## config.mk

```make
export PLATFORM = sky130hd
export DESIGN_NAME = fft_seq_ctrl
export DESIGN_NICKNAME = d
export VERILOG_FILES = /design/src/rtl/fft_seq_ctrl.sv
export SDC_FILE = /design/constraint.sdc
export NUM_CORES = 1
export LEC_CHECK = 0
export ABC_AREA = 1
export BUFFER_PORTS_ARGS = -buffer_cell sky130_fd_sc_hd__clkbuf_2
export CAP_MARGIN = 25
export CORE_MARGIN = 2
export CORE_UTILIZATION = 52
export DETAILED_ROUTE_END_ITERATION = 6
export PLACE_DENSITY_LB_ADDON = 0.1
export SETUP_SLACK_MARGIN = 0.3
export SLEW_MARGIN = 20
export SYNTH_ARGS = -nofsm -noshare
export SYNTH_HDL_FRONTEND = slang
export SYNTH_SLANG_ARGS = --single-unit
```

## constraint.sdc

```tcl
create_clock -name clk -period 3.59 [get_ports clk]
set_input_delay 0.718 -clock clk [delete_from_list [all_inputs] [get_ports clk]]
set_output_delay 0.718 -clock clk [all_outputs]
set_load 0.005 [all_outputs]
```

## src/rtl/fft_seq_ctrl.sv

```systemverilog
// -----------------------------------------------------------------------------
// fft_seq_ctrl
// Sequencer for an in-place radix-2 DIT FFT engine with one shared butterfly
// and a dual-port sample RAM. A run has four phases:
//   LOAD    - N cycles of bit-reversed input writes
//   COMPUTE - LOG2N stages, each N/2 issue cycles followed by BF_LAT drain cycles
//   UNLOAD  - N cycles of natural-order reads
//   DONE    - one cycle, then the FSM returns to IDLE
//
// Optional feature: define FFT_SEQ_CTRL_INVERSE_EN to add the `inverse` input
// (latched when a run starts) and the `tw_conj` output (held for the whole run).
//
// Ports:
//   clk, rst                   clock, asynchronous active-high reset
//   start                      run request, sampled only in IDLE
//   busy, done                 status; done is a one-cycle pulse in DONE
//   ld_we, ld_idx, ld_addr     input load: natural index, bit-reversed address
//   bf_issue, rd_addr_a/b      butterfly issue strobe and operand addresses
//   tw_idx                     twiddle ROM index (W_N^tw_idx)
//   wb_we, wb_addr_a/b         issue strobe/addresses delayed by BF_LAT cycles
//   out_valid, out_addr        unload strobe and natural-order read address
// -----------------------------------------------------------------------------
module fft_seq_ctrl #(
  parameter int N      = 16,
  parameter int LOG2N  = 4,
  parameter int BF_LAT = 2
) (
  input  logic             clk,
  input  logic             rst,
`ifdef FFT_SEQ_CTRL_INVERSE_EN
  input  logic             inverse,
  output logic             tw_conj,
`endif
  input  logic             start,
  output logic             busy,
  output logic             done,
  output logic             ld_we,
  output logic [LOG2N-1:0] ld_idx,
  output logic [LOG2N-1:0] ld_addr,
  output logic             bf_issue,
  output logic [LOG2N-1:0] rd_addr_a,
  output logic [LOG2N-1:0] rd_addr_b,
  output logic [LOG2N-2:0] tw_idx,
  output logic             wb_we,
  output logic [LOG2N-1:0] wb_addr_a,
  output logic [LOG2N-1:0] wb_addr_b,
  output logic             out_valid,
  output logic [LOG2N-1:0] out_addr
);

  // Counter must hold both N-1 and N/2+BF_LAT-1 (the latter dominates for small N).
  localparam int CW      = LOG2N + 4;
  localparam int SW      = $clog2(LOG2N) + 1;
  localparam int HALF    = N / 2;
  localparam int STG_LEN = HALF + BF_LAT;

  typedef enum logic [2:0] {S_IDLE, S_LOAD, S_COMPUTE, S_UNLOAD, S_DONE} state_t;

  state_t          state, state_nxt;
  logic [CW-1:0]   cnt, cnt_nxt;
  logic [SW-1:0]   stage, stage_nxt;
  logic            issue_nxt;
  logic [LOG2N-1:0] k_nxt;

  logic [BF_LAT-1:0]            wb_we_sr;
  logic [BF_LAT-1:0][LOG2N-1:0] wb_a_sr;
  logic [BF_LAT-1:0][LOG2N-1:0] wb_b_sr;

  function automatic logic [LOG2N-1:0] bitrev(input logic [LOG2N-1:0] v);
    logic [LOG2N-1:0] r;
    for (int i = 0; i < LOG2N; i++) r[i] = v[LOG2N-1-i];
    return r;
  endfunction

  function automatic logic [LOG2N-1:0] low_pos(input logic [LOG2N-1:0] k,
                                               input logic [SW-1:0] s);
    return k & ((LOG2N'(1) << s) - LOG2N'(1));
  endfunction

  // Group index (k>>s) spaced by 2*span, plus position inside the group.
  function automatic logic [LOG2N-1:0] addr_a(input logic [LOG2N-1:0] k,
                                              input logic [SW-1:0] s);
    return ((k >> s) << (s + SW'(1))) + low_pos(k, s);
  endfunction

  function automatic logic [LOG2N-1:0] addr_b(input logic [LOG2N-1:0] k,
                                              input logic [SW-1:0] s);
    return addr_a(k, s) + (LOG2N'(1) << s);
  endfunction

  function automatic logic [LOG2N-2:0] tw_of(input logic [LOG2N-1:0] k,
                                             input logic [SW-1:0] s);
    return (LOG2N-1)'(low_pos(k, s) << (SW'(LOG2N-1) - s));
  endfunction

  // Next-state logic; outputs are registered from these next values so they
  // line up with the cycle the FSM occupies the corresponding state.
  always_comb begin
    state_nxt = state;
    cnt_nxt   = cnt;
    stage_nxt = stage;
    case (state)
      S_IDLE: begin
        if (start) begin
          state_nxt = S_LOAD;
          cnt_nxt   = '0;
          stage_nxt = '0;
        end
      end
      S_LOAD: begin
        if (cnt == CW'(N-1)) begin
          state_nxt = S_COMPUTE;
          cnt_nxt   = '0;
          stage_nxt = '0;
        end else begin
          cnt_nxt = cnt + 1'b1;
        end
      end
      S_COMPUTE: begin
        if (cnt == CW'(STG_LEN-1)) begin
          cnt_nxt = '0;
          if (stage == SW'(LOG2N-1)) state_nxt = S_UNLOAD;
          else                       stage_nxt = stage + 1'b1;
        end else begin
          cnt_nxt = cnt + 1'b1;
        end
      end
      S_UNLOAD: begin
        if (cnt == CW'(N-1)) begin
          state_nxt = S_DONE;
          cnt_nxt   = '0;
        end else begin
          cnt_nxt = cnt + 1'b1;
        end
      end
      S_DONE:  state_nxt = S_IDLE;
      default: state_nxt = S_IDLE;
    endcase
  end

  assign issue_nxt = (state_nxt == S_COMPUTE) && (cnt_nxt < CW'(HALF));
  assign k_nxt     = cnt_nxt[LOG2N-1:0];

  always_ff @(posedge clk or posedge rst) begin
    if (rst) begin
      state <= S_IDLE;
      cnt   <= '0;
      stage <= '0;
    end else begin
      state <= state_nxt;
      cnt   <= cnt_nxt;
      stage <= stage_nxt;
    end
  end

  // ---- output register stage ----
  always_ff @(posedge clk or posedge rst) begin
    if (rst) begin
      busy      <= 1'b0;
      done      <= 1'b0;
      ld_we     <= 1'b0;
      ld_idx    <= '0;
      ld_addr   <= '0;
      bf_issue  <= 1'b0;
      rd_addr_a <= '0;
      rd_addr_b <= '0;
      tw_idx    <= '0;
      out_valid <= 1'b0;
      out_addr  <= '0;
    end else begin
      busy      <= (state_nxt != S_IDLE);
      done      <= (state_nxt == S_DONE);
      ld_we     <= (state_nxt == S_LOAD);
      ld_idx    <= (state_nxt == S_LOAD) ? k_nxt : '0;
      ld_addr   <= (state_nxt == S_LOAD) ? bitrev(k_nxt) : '0;
      bf_issue  <= issue_nxt;
      rd_addr_a <= issue_nxt ? addr_a(k_nxt, stage_nxt) : '0;
      rd_addr_b <= issue_nxt ? addr_b(k_nxt, stage_nxt) : '0;
      tw_idx    <= issue_nxt ? tw_of(k_nxt, stage_nxt) : '0;
      out_valid <= (state_nxt == S_UNLOAD);
      out_addr  <= (state_nxt == S_UNLOAD) ? k_nxt : '0;
    end
  end

  // ---- writeback delay stage: BF_LAT cycles behind the issue registers ----
  always_ff @(posedge clk or posedge rst) begin
    if (rst) begin
      wb_we_sr <= '0;
      wb_a_sr  <= '0;
      wb_b_sr  <= '0;
    end else begin
      wb_we_sr[0] <= bf_issue;
      wb_a_sr[0]  <= rd_addr_a;
      wb_b_sr[0]  <= rd_addr_b;
      for (int i = 1; i < BF_LAT; i++) begin
        wb_we_sr[i] <= wb_we_sr[i-1];
        wb_a_sr[i]  <= wb_a_sr[i-1];
        wb_b_sr[i]  <= wb_b_sr[i-1];
      end
    end
  end

  assign wb_we     = wb_we_sr[BF_LAT-1];
  assign wb_addr_a = wb_a_sr[BF_LAT-1];
  assign wb_addr_b = wb_b_sr[BF_LAT-1];

`ifdef FFT_SEQ_CTRL_INVERSE_EN
  // Direction is captured once per run; later changes of `inverse` are ignored.
  always_ff @(posedge clk or posedge rst) begin
    if (rst)                           tw_conj <= 1'b0;
    else if (state == S_IDLE && start) tw_conj <= inverse;
  end
`endif

endmodule

```

==> results of run 1 <==
[how the worst max path moves through the flow]
stage                    to  slack (ns)
4_1_cts        rd_addr_b[3]      -0.005
3_5_place_dp   rd_addr_b[3]       -0.20
3_3_place_gp   rd_addr_b[3]       -0.11
5_1_grt        rd_addr_b[3]       -0.26
2_1_floorplan  rd_addr_b[3]        0.01
6_report       rd_addr_b[3]       -0.06
[per-stage QoR]
| step | cell area [um2] | total power, mW | util [%] | hold WS [ns] |
|---|---|---|---|---|
| floorplan | 3093 | 1.589 | - | 0.3312 |
| global placement | 3603 | 2.031 | 64.65 | 0.3316 |
| detailed placement | 3603 | 2.064 | 64.65 | 0.3347 |
| CTS | 3875 | 2.542 | 69.52 | 0.3589 |
| global route | 4044 | 2.839 | 72.55 | 0.3772 |
| finish | 4044 | 2.665 | 72.55 | 0.3577 |
[area by class of cell]
class / instances / area (um2) / share of cell area [%]
multi-input cells: 208 / 1584 / 39.17
repair buffers: 97 / 653.1 / 16.15
flip-flops and latches: 56 / 1404 / 34.72
well taps: 72 / 90.09 / 2.228
inverters: 56 / 216.5 / 5.353
clock inverters: 3 / 27.53 / 0.6807
clock buffers: 5 / 68.82 / 1.702
[state kept, by name, summed over array words and instances (netlist names), 3 cells and up]
register   count
rd_addr_a      4
wb_addr_a      4
stage          3
cnt            8
wb_addr_b      4
rd_addr_b      4
ld_addr        3
wb_b_sr        4
state          3
tw_idx         3
out_addr       4
wb_a_sr        4
[power by group through the flow]
| stage | clock (mW) | combinational (mW) | sequential (mW) |
|---|---|---|---|
| 2_1_floorplan | 0 | 0.768 | 0.821 |
| 3_3_place_gp | 0 | 1.20 | 0.827 |
| 3_5_place_dp | 0 | 1.23 | 0.831 |
| 4_1_cts | 0.370 | 1.35 | 0.825 |
| 5_1_grt | 0.386 | 1.62 | 0.838 |
| 6_report | 0.362 | 1.48 | 0.825 |
[repair_timing]
action	in CTS	in global routing
setup endpoints to repair	4	4
gates resized for setup	30	28
cloned	0	0
pin swaps	15	16
hold buffers	0	0
setup buffers	8	5
[cells in the final DEF (no fill, tap or decap), types with 2 or more instances in the layout]
cell,instances
nor2_4,12
ha_1,6
nand4_1,5
clkbuf_2,39
o21ai_1,3
a21oi_1,8
inv_4,2
ha_2,2
nand2_4,8
o21ai_2,4
nand3_1,13
ha_4,7
nand3_4,3
inv_2,12
xor2_1,3
fa_2,2
or2_4,2
nand2_1,51
o21ai_0,5
dfrtp_1,54
nor2_2,7
buf_4,52
nand3_2,9
dfrtp_2,2
buf_6,6
nand2_2,20
inv_1,41
clkbuf_8,5
a21oi_2,6
nor2_1,21
[critical path, cell delays in order (launching register included)]
cell     delay [ns]
dfrtp_1        0.46
inv_2          0.10
ha_4           0.13
nand3_4        0.08
nor2_4         0.15
nand2_2        0.08
nand3_4        0.09
nand2_4        0.08
ha_4           0.17
ha_4           0.27
inv_4          0.04
nor2_4         0.11
and3_4         0.19
ha_4           0.13
inv_2          0.03
fa_2           0.33
or2_4          0.28
nand2_4        0.07
ha_4           0.21
a21oi_2        0.11
nand2_1        0.08
xor2_1         0.17
nand2_1        0.07
nand2_1        0.07
nor2_2         0.03
[routing by layer]
| metal | GRT usage, % | wire (um) | vias to the layer above |
|---|---|---|---|
| met5 | 0 | 0 | - |
| met4 | 10.34 | 182 | 0 |
| met3 | 3.820 | 324 | 20 |
| met2 | 40.00 | 3641 | 78 |
| met1 | 26.93 | 2805 | 1178 |
| li1 | - | - | 1209 |
[cells by family (layout without fill, tap and decap cells)]
kind of cell	count (synthesis)	count (layout)	synth area share (%)
buffers and inverters	70	161	10.66
adder cells (fa/ha/maj)	17	17	7.521
AO/OA/AOI/OAI	32	32	7.149
XOR/XNOR	3	3	0.8679
flip-flops	56	56	46.28
AND/OR/NAND/NOR	156	156	27.52
==> flow_metrics.py, run 1 <==
metrics = {
    "status": {
        "outcome": "finished with violations",
        "violations": "setup timing",
    },
    "logic_synthesis": {
        "synth.area.top_cells": "dfrtp_1 46%, nand2_1 7.1%, ha_1 6.2%",
        "synth-seq-cells": 56,
        "yosysWarnings": 0,
        "syn_avg_cell_area_um2": 9.066,
        "synth_ff_type": "dfrtp_1",
        "syn-cell-area_um2": 3028,
        "async_flop_share_pct": 100.0,
        "synthTopCellsByCount": "57 x nand2_1, 56 x dfrtp_1, 48 x inv_1",
        "yosys.area.top_type": "dfrtp_1",
        "syn-instance-count": 334,
        "synth_fp_nets": 354,
        "yosysMostFrequentCell": "nand2_1",
        "synth_edf_count": 0,
        "yosys.area.top_type_share_pct": 46.28,
        "synth_cell_types": 35,
        "yosysSeqAreaShare_pct": 46.28,
    },
    "timing": {
        "min_period_ns": 3.647,
        "max_slew_margin_pct": 52.01,
        "hold_viol_final": 0,
        "final.setup_skew_ns": 0.004823,
        "finalSetupViolations": 1,
        "fmax_mhz": 274.2,
        "finalSetupTns_ns": -0.05665,
        "setup_ws_ns": -0.05665,
        "rsz0062_at_grt": "yes",
        "fin_crit_sh_pct": 101.6,
        "worstMarginPinSlew_ns": 0.7189,
        "maxSlewViolCount": 0,
    },
    "pwr": {
        "p_comb_share_pct": 55.5,
        "leakage_nw": 2.177,
        "vdd_drop_max_v": 0.0004124,
        "intPower_mw": 1.550,
        "power.switching_mw": 1.114,
        "clock_power_share_pct": 13.6,
        "seqPwrFrac_pct": 30.9,
        "switching_share_pct": 41.82,
        "powerDensity_nw_per_um2": 658.9,
    },
    "global_routing": {
        "first_global_vias": 2475,
        "grt_pass1_wl_mm": 11.12,
        "overflow": 0,
        "grt_max_degree": 36,
        "track_usage_pct": 22.68,
        "antenna_found_initial": 0,
    },
    "floorplan": {
        "rows": 27,
        "dieArea_um2": 6449,
        "coreArea_um2": 5574,
        "die_w_um": 80.31,
        "die_height_um": 80.31,
        "start_util_pct": 54.32,
        "design.portCount": 40,
    },
    "cells_and_area": {
        "diodes": 0,
        "fillCellCount": 415,
        "syn_to_final_growth_pct": 33.55,
        "nNetsFinal": 444,
        "drive_gt1_share_pct": 49.65,
        "fin_cells": 497,
    },
    "setup_path": {
        "r2r_setup_slack_ns": -0.06,
        "worst-setup-path-type": "register to register",
        "worstReg2RegStart": "cnt[1]",
        "worstPathMaxFanout": 5,
        "cp-end-kind": "register",
        "cp.arrival_ns": 3.86,
        "cp-startpoint": "cnt[1]",
        "regToRegEndpoint": "rd_addr_b[3]",
        "cp_data_required_time_ns": 3.81,
        "startpoint_type": "register",
        "worst-r2r-cell-count": 24,
    },
    "flow_run": {
        "drv_cap": 0,
    },
    "route": {
        "drc": 0,
        "antenna_left": 0,
        "drtIter0Drc": 83,
        "wl_per_cell_um": 13.99,
        "routed_wirelength_mm": 6.953,
        "via_count": 2485,
        "vias_per_cell": 5.000,
        "drt-pass1-iter-count": 4,
    },
    "cts": {
        "worstSkewPairLatency_ns": 0.31,
        "cts.sinks": 56,
        "clk_pin_slew_ns": 0.10,
        "cts_buffers": 5,
        "clock_path_buffers": 2,
        "cts.htree.levels": 2,
        "cts_tree": "done",
        "cts-root-buf": "clkbuf_8",
    },
    "placed_design": {
        "io_buffers": 39,
        "dp_slack_ns": -0.1955,
        "gp_congestion": 0.8314,
        "placed_cells_incl_taps": 476,
        "hpwl_mm": 4.995,
    },
    "min_path": {
        "hp-start": "wb_a_sr[0]",
        "hold_end": "wb_addr_a[0]",
        "hold_depth": 0,
        "hold_class": "register to register",
    },
}
Note: power is estimated with default switching activity, not from simulation.
==> run 2: changes to the inputs <==
Settings changed: GPL_TIMING_DRIVEN set to 0.
==> run 2 against run 1 <==
  * The run still ends with setup timing left
  * Via count is 6.9% lower
  * Total power is 13% lower
  * Highest routed layer unchanged
  * Critical endpoint unchanged
  * Sequential share of layout area up 2.7 points
  * Worst setup slack worse by 0.0073 ns
  * Sequential power rose by 0.6%
  * Largest cell class unchanged
  * Cell area fell by 7.1%
  * Register-to-register slack is essentially flat
  * Clock skew up 0.0042 ns
  * Worst hold slack worse by 0.12 ns
  * Utilization decreased by 5.2 points
==> flow_metrics.py, run 2 (synthesis gave the netlist of run 1 again) <==
metrics = {
    "cts": {
        "clk_pin_slew_ns": 0.10,
        "cts.sinks": 56,
        "clock_path_buffers": 2,
        "cts_tree": "done",
        "cts-root-buf": "clkbuf_8",
        "worstSkewPairLatency_ns": 0.31,
        "cts_buffers": 5,
        "cts.htree.levels": 2,
        "cts_hold_buf": 0,
    },
    "route": {
        "antenna_left": 0,
        "wl_per_cell_um": 12.82,
        "drtIter0Drc": 111,
        "drt-pass1-iter-count": 4,
        "via_count": 2314,
        "drc": 0,
        "vias_per_cell": 4.923,
        "routed_wirelength_mm": 6.025,
    },
    "timing": {
        "hold_viol_final": 0,
        "worstMarginPinSlew_ns": 0.4653,
        "min_period_ns": 3.654,
        "setup_ws_ns": -0.06398,
        "maxSlewViolCount": 0,
        "fmax_mhz": 273.7,
        "finalSetupViolations": 1,
        "finalSetupTns_ns": -0.06398,
        "hold-worst-slack_ns": 0.2365,
        "final.setup_skew_ns": 0.008986,
        "rsz0062_at_grt": "yes",
        "fin_crit_sh_pct": 101.8,
        "max_slew_margin_pct": 68.74,
    },
    "floorplan": {
        "die_height_um": 80.31,
        "coreArea_um2": 5574,
        "design.portCount": 40,
        "dieArea_um2": 6449,
        "die_w_um": 80.31,
        "rows": 27,
        "start_util_pct": 54.32,
    },
    "flow_run": {
        "drv_cap": 0,
    },
    "status": {
        "violations": "setup timing",
        "outcome": "finished with violations",
    },
    "cells_and_area": {
        "finish.utilization_pct": 67.38,
        "fin_area_um2": 3756,
        "largest_reg_flops": 8,
        "diodes": 0,
        "nNetsFinal": 417,
        "final_cell_mix": "52 x dfrtp_1, 51 x nand2_1, 41 x inv_1, 39 x clkbuf_2, 27 x buf_4",
        "regMostFlops": "cnt",
        "final_common_cell": "dfrtp_1",
        "drive_gt1_share_pct": 43.72,
        "fin_cells": 470,
        "syn_to_final_growth_pct": 24.05,
    },
    "setup_path": {
        "cp_top_family": "simple AND/OR/NAND/NOR gates",
        "worstReg2RegStart": "cnt[1]",
        "cp-end-kind": "register",
        "cp-startpoint": "cnt[1]",
        "worst-path-buf-inv": 4,
        "max_stage_delay_ns": 0.45,
        "worstPathMaxFanout": 4,
        "worst-setup-path-type": "register to register",
        "cp.arrival_ns": 3.86,
        "cpMaxStageDelayCell": "dfrtp_2",
        "startpoint_type": "register",
        "cpMostUsedCell": "ha_4",
        "cp_data_required_time_ns": 3.80,
    },
    "min_path": {
        "hold_class": "input pin to async pin",
    },
    "placed_design": {
        "dp_slack_ns": -0.4629,
        "placed_cells_incl_taps": 447,
        "io_buffers": 39,
        "gp_congestion": 0.8470,
        "hpwl_mm": 4.553,
        "placed_cell_area_um2": 3426,
    },
    "global_routing": {
        "first_global_vias": 2219,
        "antenna_found_initial": 0,
        "track_usage_pct": 20.90,
        "overflow": 0,
        "grt_max_degree": 35,
        "grt_pass1_wl_mm": 10.26,
    },
    "pwr": {
        "power_mw": 2.312,
        "vdd_drop_max_v": 0.0003337,
        "leakage_nw": 2.039,
        "powerDensity_nw_per_um2": 615.4,
    },
}
-- run 2: changes by cell type in the layout (fill, tap and decap cells not counted), moves of 3 or more --
| cell | delta |
|---|---|
| o21ai_2 | -3 |
| nor2_2 | +3 |
| buf_6 | -5 |
| buf_4 | -25 |
| nand3_1 | +3 |
| nor2_4 | -5 |
-- run 2: path summary, 6_finish.rpt --
path                       slack [ns]            to  cells after the start
max                             -0.06  rd_addr_b[3]                     25
min                              0.24  wb_addr_b[3]                      2
max reg2reg                     -0.06  rd_addr_b[3]                     25
min reg2reg                      0.36  wb_addr_b[0]                      0
max in group asynchronous        2.80        cnt[0]                      4
min in group clk                 0.36  wb_addr_b[0]                      0
-- run 2: layout make-up --
type / count / area (um2)
plain buffers: 14 / 116.4
clock buffers: 5 / 68.82
clock inverters: 3 / 25.02
fillers: 453 / 1818
inverters: 56 / 216.5
multi-input cells: 208 / 1478
flip-flops and latches: 56 / 1406
well taps: 72 / 90.09
repair buffers: 56 / 355.3
-- run 2: repair_timing --
item                                    4_1_cts  5_1_grt
gates resized for setup                      28        5
buffers inserted                             15        0
endpoints found under the setup margin        4        4
pin swaps                                    17        3
gates cloned                                  0        0
-- run 2: worst register-to-register path: cells and delay by family (launching register included) --
kind | cells | cell delay (ns)
adders and majority gates | 6 | 1.22
DFF | 1 | 0.45
buffers and inverters | 4 | 0.29
and+or+nand+nor | 13 | 1.29
AOI/OAI and AO/OA | 1 | 0.11
xor gates and xnor gates | 1 | 0.19
-- run 2: per-layer routing --
layer	wire, um	vias up	share of wire, %	GRT usage [%]
met5	0	-	0	0
met4	87	0	1.4	6.271
met3	226	7	3.8	3.483
met2	2980	48	49	34.33
met1	2731	1098	45	28.44
li1	-	1161	-	-
-- run 2: report_power, final --
group / internal, mW / switching, mW / total (mW)
clock network: 0.143 / 0.207 / 0.350
logic: 0.450 / 0.682 / 1.13
registers: 0.742 / 0.0878 / 0.830
==> run 3: changes to the inputs <==
--- a/config.mk
+++ b/config.mk
@@ -15,3 +15,3 @@
 export PLACE_DENSITY_LB_ADDON = 0.1
-export SETUP_SLACK_MARGIN = 0.3
+export SETUP_SLACK_MARGIN = 0.02
 export SLEW_MARGIN = 20
==> constraint.sdc (replaced) <==
create_clock -name clk -period 3.59 [get_ports clk]
set_input_delay 0.1795 -clock clk [delete_from_list [all_inputs] [get_ports clk]]
set_output_delay 0.1795 -clock clk [all_outputs]
set_load 0.005 [all_outputs]
==> run 3 against run 2 <==
  * The flow still finishes with violations (setup timing)
  * Clock skew down 0.0038 ns
  * Critical path type unchanged
  * Cell area up 2.4%
  * Clock power increased by 1%
  * Sequential share of layout area down 0.83 points
  * Worst hold slack lost 0.084 ns
  * Critical path depth stayed put
  * Highest routed layer unchanged
  * Combinational power rose by 6%
  * Largest cell class unchanged
  * Flip-flop and latch count unchanged
  * Die area is the same
  * Maximum frequency shrank 0.34%
==> flow_metrics.py, run 3 (synthesis gave the netlist of run 1 again) <==
metrics = {
    "placed_design": {
        "placed_cells_incl_taps": 445,
        "placed_cell_area_um2": 3395,
        "gp_congestion": 0.8459,
        "io_buffers": 39,
        "hpwl_mm": 4.350,
    },
    "cells_and_area": {
        "syn_to_final_growth_pct": 26.98,
        "diodes": 0,
        "finish.utilization_pct": 68.98,
        "fin_area_um2": 3845,
        "largest_reg_flops": 8,
        "multi_input_area_um2": 1559,
        "regArea_um2": 1408,
        "regMostFlops": "cnt",
        "final_cell_mix": "51 x dfrtp_1, 50 x nand2_1, 42 x inv_1, 39 x clkbuf_2, 31 x buf_4",
        "nNetsFinal": 421,
        "fillCellCount": 455,
        "drive_gt1_share_pct": 45.52,
        "final_common_cell": "dfrtp_1",
        "fin_cells": 474,
    },
    "flow_run": {
        "drv_cap": 0,
    },
    "pwr": {
        "vdd_drop_max_v": 0.0005380,
        "leakage_nw": 2.059,
        "powerDensity_nw_per_um2": 621.5,
    },
    "timing": {
        "max_slew_margin_pct": 56.69,
        "finalSetupViolations": 1,
        "worstMarginPinSlew_ns": 0.6496,
        "hold_viol_final": 0,
        "maxSlewViolCount": 0,
        "fmax_mhz": 272.8,
        "rsz0062_at_grt": "yes",
        "min_period_ns": 3.666,
        "setup_ws_ns": -0.07627,
        "fin_crit_sh_pct": 102.1,
        "final.setup_skew_ns": 0.005175,
    },
    "cts": {
        "cts-root-buf": "clkbuf_8",
        "clk_pin_slew_ns": 0.10,
        "cts.sinks": 56,
        "cts_buffers": 5,
        "cts_tree": "done",
        "worstSkewPairLatency_ns": 0.31,
        "clock_path_buffers": 2,
        "cts.htree.levels": 2,
    },
    "status": {
        "outcome": "finished with violations",
        "violations": "setup timing",
    },
    "setup_path": {
        "cp.arrival_ns": 3.88,
        "worst-path-buf-inv": 3,
        "worstPathMaxFanout": 4,
        "worst-setup-path-type": "register to register",
        "cp_top_family": "simple AND/OR/NAND/NOR gates",
        "max_stage_delay_ns": 0.40,
        "cp_data_required_time_ns": 3.80,
        "startpoint_type": "register",
        "cpMostUsedCell": "nand2_1",
        "cp-end-kind": "register",
        "cpMaxStageDelayCell": "dfrtp_1",
    },
    "route": {
        "drt-pass1-iter-count": 4,
        "vias_per_cell": 4.791,
        "wl_per_cell_um": 12.89,
        "via_count": 2271,
        "routed_wirelength_mm": 6.108,
        "drc": 0,
        "antenna_left": 0,
        "drtIter0Drc": 63,
    },
    "floorplan": {
        "coreArea_um2": 5574,
        "dieArea_um2": 6449,
        "die_w_um": 80.31,
        "start_util_pct": 54.32,
        "die_height_um": 80.31,
        "design.portCount": 40,
        "rows": 27,
    },
    "global_routing": {
        "grt_max_degree": 57,
        "first_global_vias": 2049,
        "use_met3_pct": 3.258,
        "use_met1_pct": 27.64,
        "track_usage_pct": 20.03,
        "antenna_found_initial": 0,
        "top_usage_layer": "met2",
        "overflow": 0,
        "grt_pass1_wl_mm": 9.791,
        "grtUsageMet2_pct": 31.58,
    },
    "min_path": {
        "hold_class": "input pin to register",
    },
}
==> run 3: final cells by class <==
type | instances | area share (%)
Clock inverter | 3 | 0.6508
Timing Repair Buffer | 60 | 9.339
Multi-Input combinational cell | 208 | 40.55
Inverter | 56 | 5.597
Tap cell | 72 | 2.343
Buffer | 14 | 3.124
Clock buffer | 5 | 1.790
Sequential cell | 56 | 36.61
==> run 3: power by group <==
| group | internal (mW) | switching, mW | total, mW |
|---|---|---|---|
| registers | 0.743 | 0.0905 | 0.834 |
| clock network | 0.143 | 0.213 | 0.355 |
| logic | 0.487 | 0.714 | 1.20 |
| total | 1.37 | 1.02 | 2.39 |
==> run 3: per-stage QoR <==
step / setup slack (ns) / hold slack, ns / power [mW] / setup TNS, ns
CTS: -0.1371 / 0.1442 / 2.326 / -0.1371
detailed placement: -0.3393 / 0.3163 / 1.867 / -0.3492
finish: -0.07627 / 0.1526 / 2.390 / -0.07627
global route: -0.2685 / 0.1510 / 2.581 / -0.2685
global placement: -0.2875 / 0.3325 / 1.843 / -0.2875
floorplan: 0.02936 / 0.3268 / 1.599 / 0
==> run 3: routing by layer <==
| layer | vias up | part of all wire [%] |
|---|---|---|
| met5 | - | 0 |
| met4 | 0 | 2.1 |
| met3 | 15 | 3.1 |
| met2 | 49 | 48 |
| met1 | 1039 | 47 |
| li1 | 1168 | - |
==> run 3: what timing repair did <==
action	4_1_cts	5_1_grt
pin swaps	18	13
setup endpoints to repair	4	4
buffers inserted	15	5
resized for setup	19	32
hold buffers	1	0
hold endpoints to repair	56	0
==> run 3: path summary, 6_finish.rpt <==
| path | cells after the start | start | slack, ns | end |
|---|---|---|---|---|
| max | 25 | stage[0] | -0.08 | rd_addr_b[3] |
| min | 3 | start | 0.15 | ld_we |
| min reg2reg | 0 | wb_b_sr[1] | 0.36 | wb_addr_b[1] |
| max reg2reg | 25 | stage[0] | -0.08 | rd_addr_b[3] |
| max in group asynchronous | 3 | rst | 2.62 | cnt[0] |
| min in group asynchronous | 3 | rst | 0.51 | wb_b_sr[3] |
==> run 3: tightest hold or removal path: stages <==
cell      delay [ns]
clkbuf_2        0.10
a21oi_2         0.06
inv_2           0.08
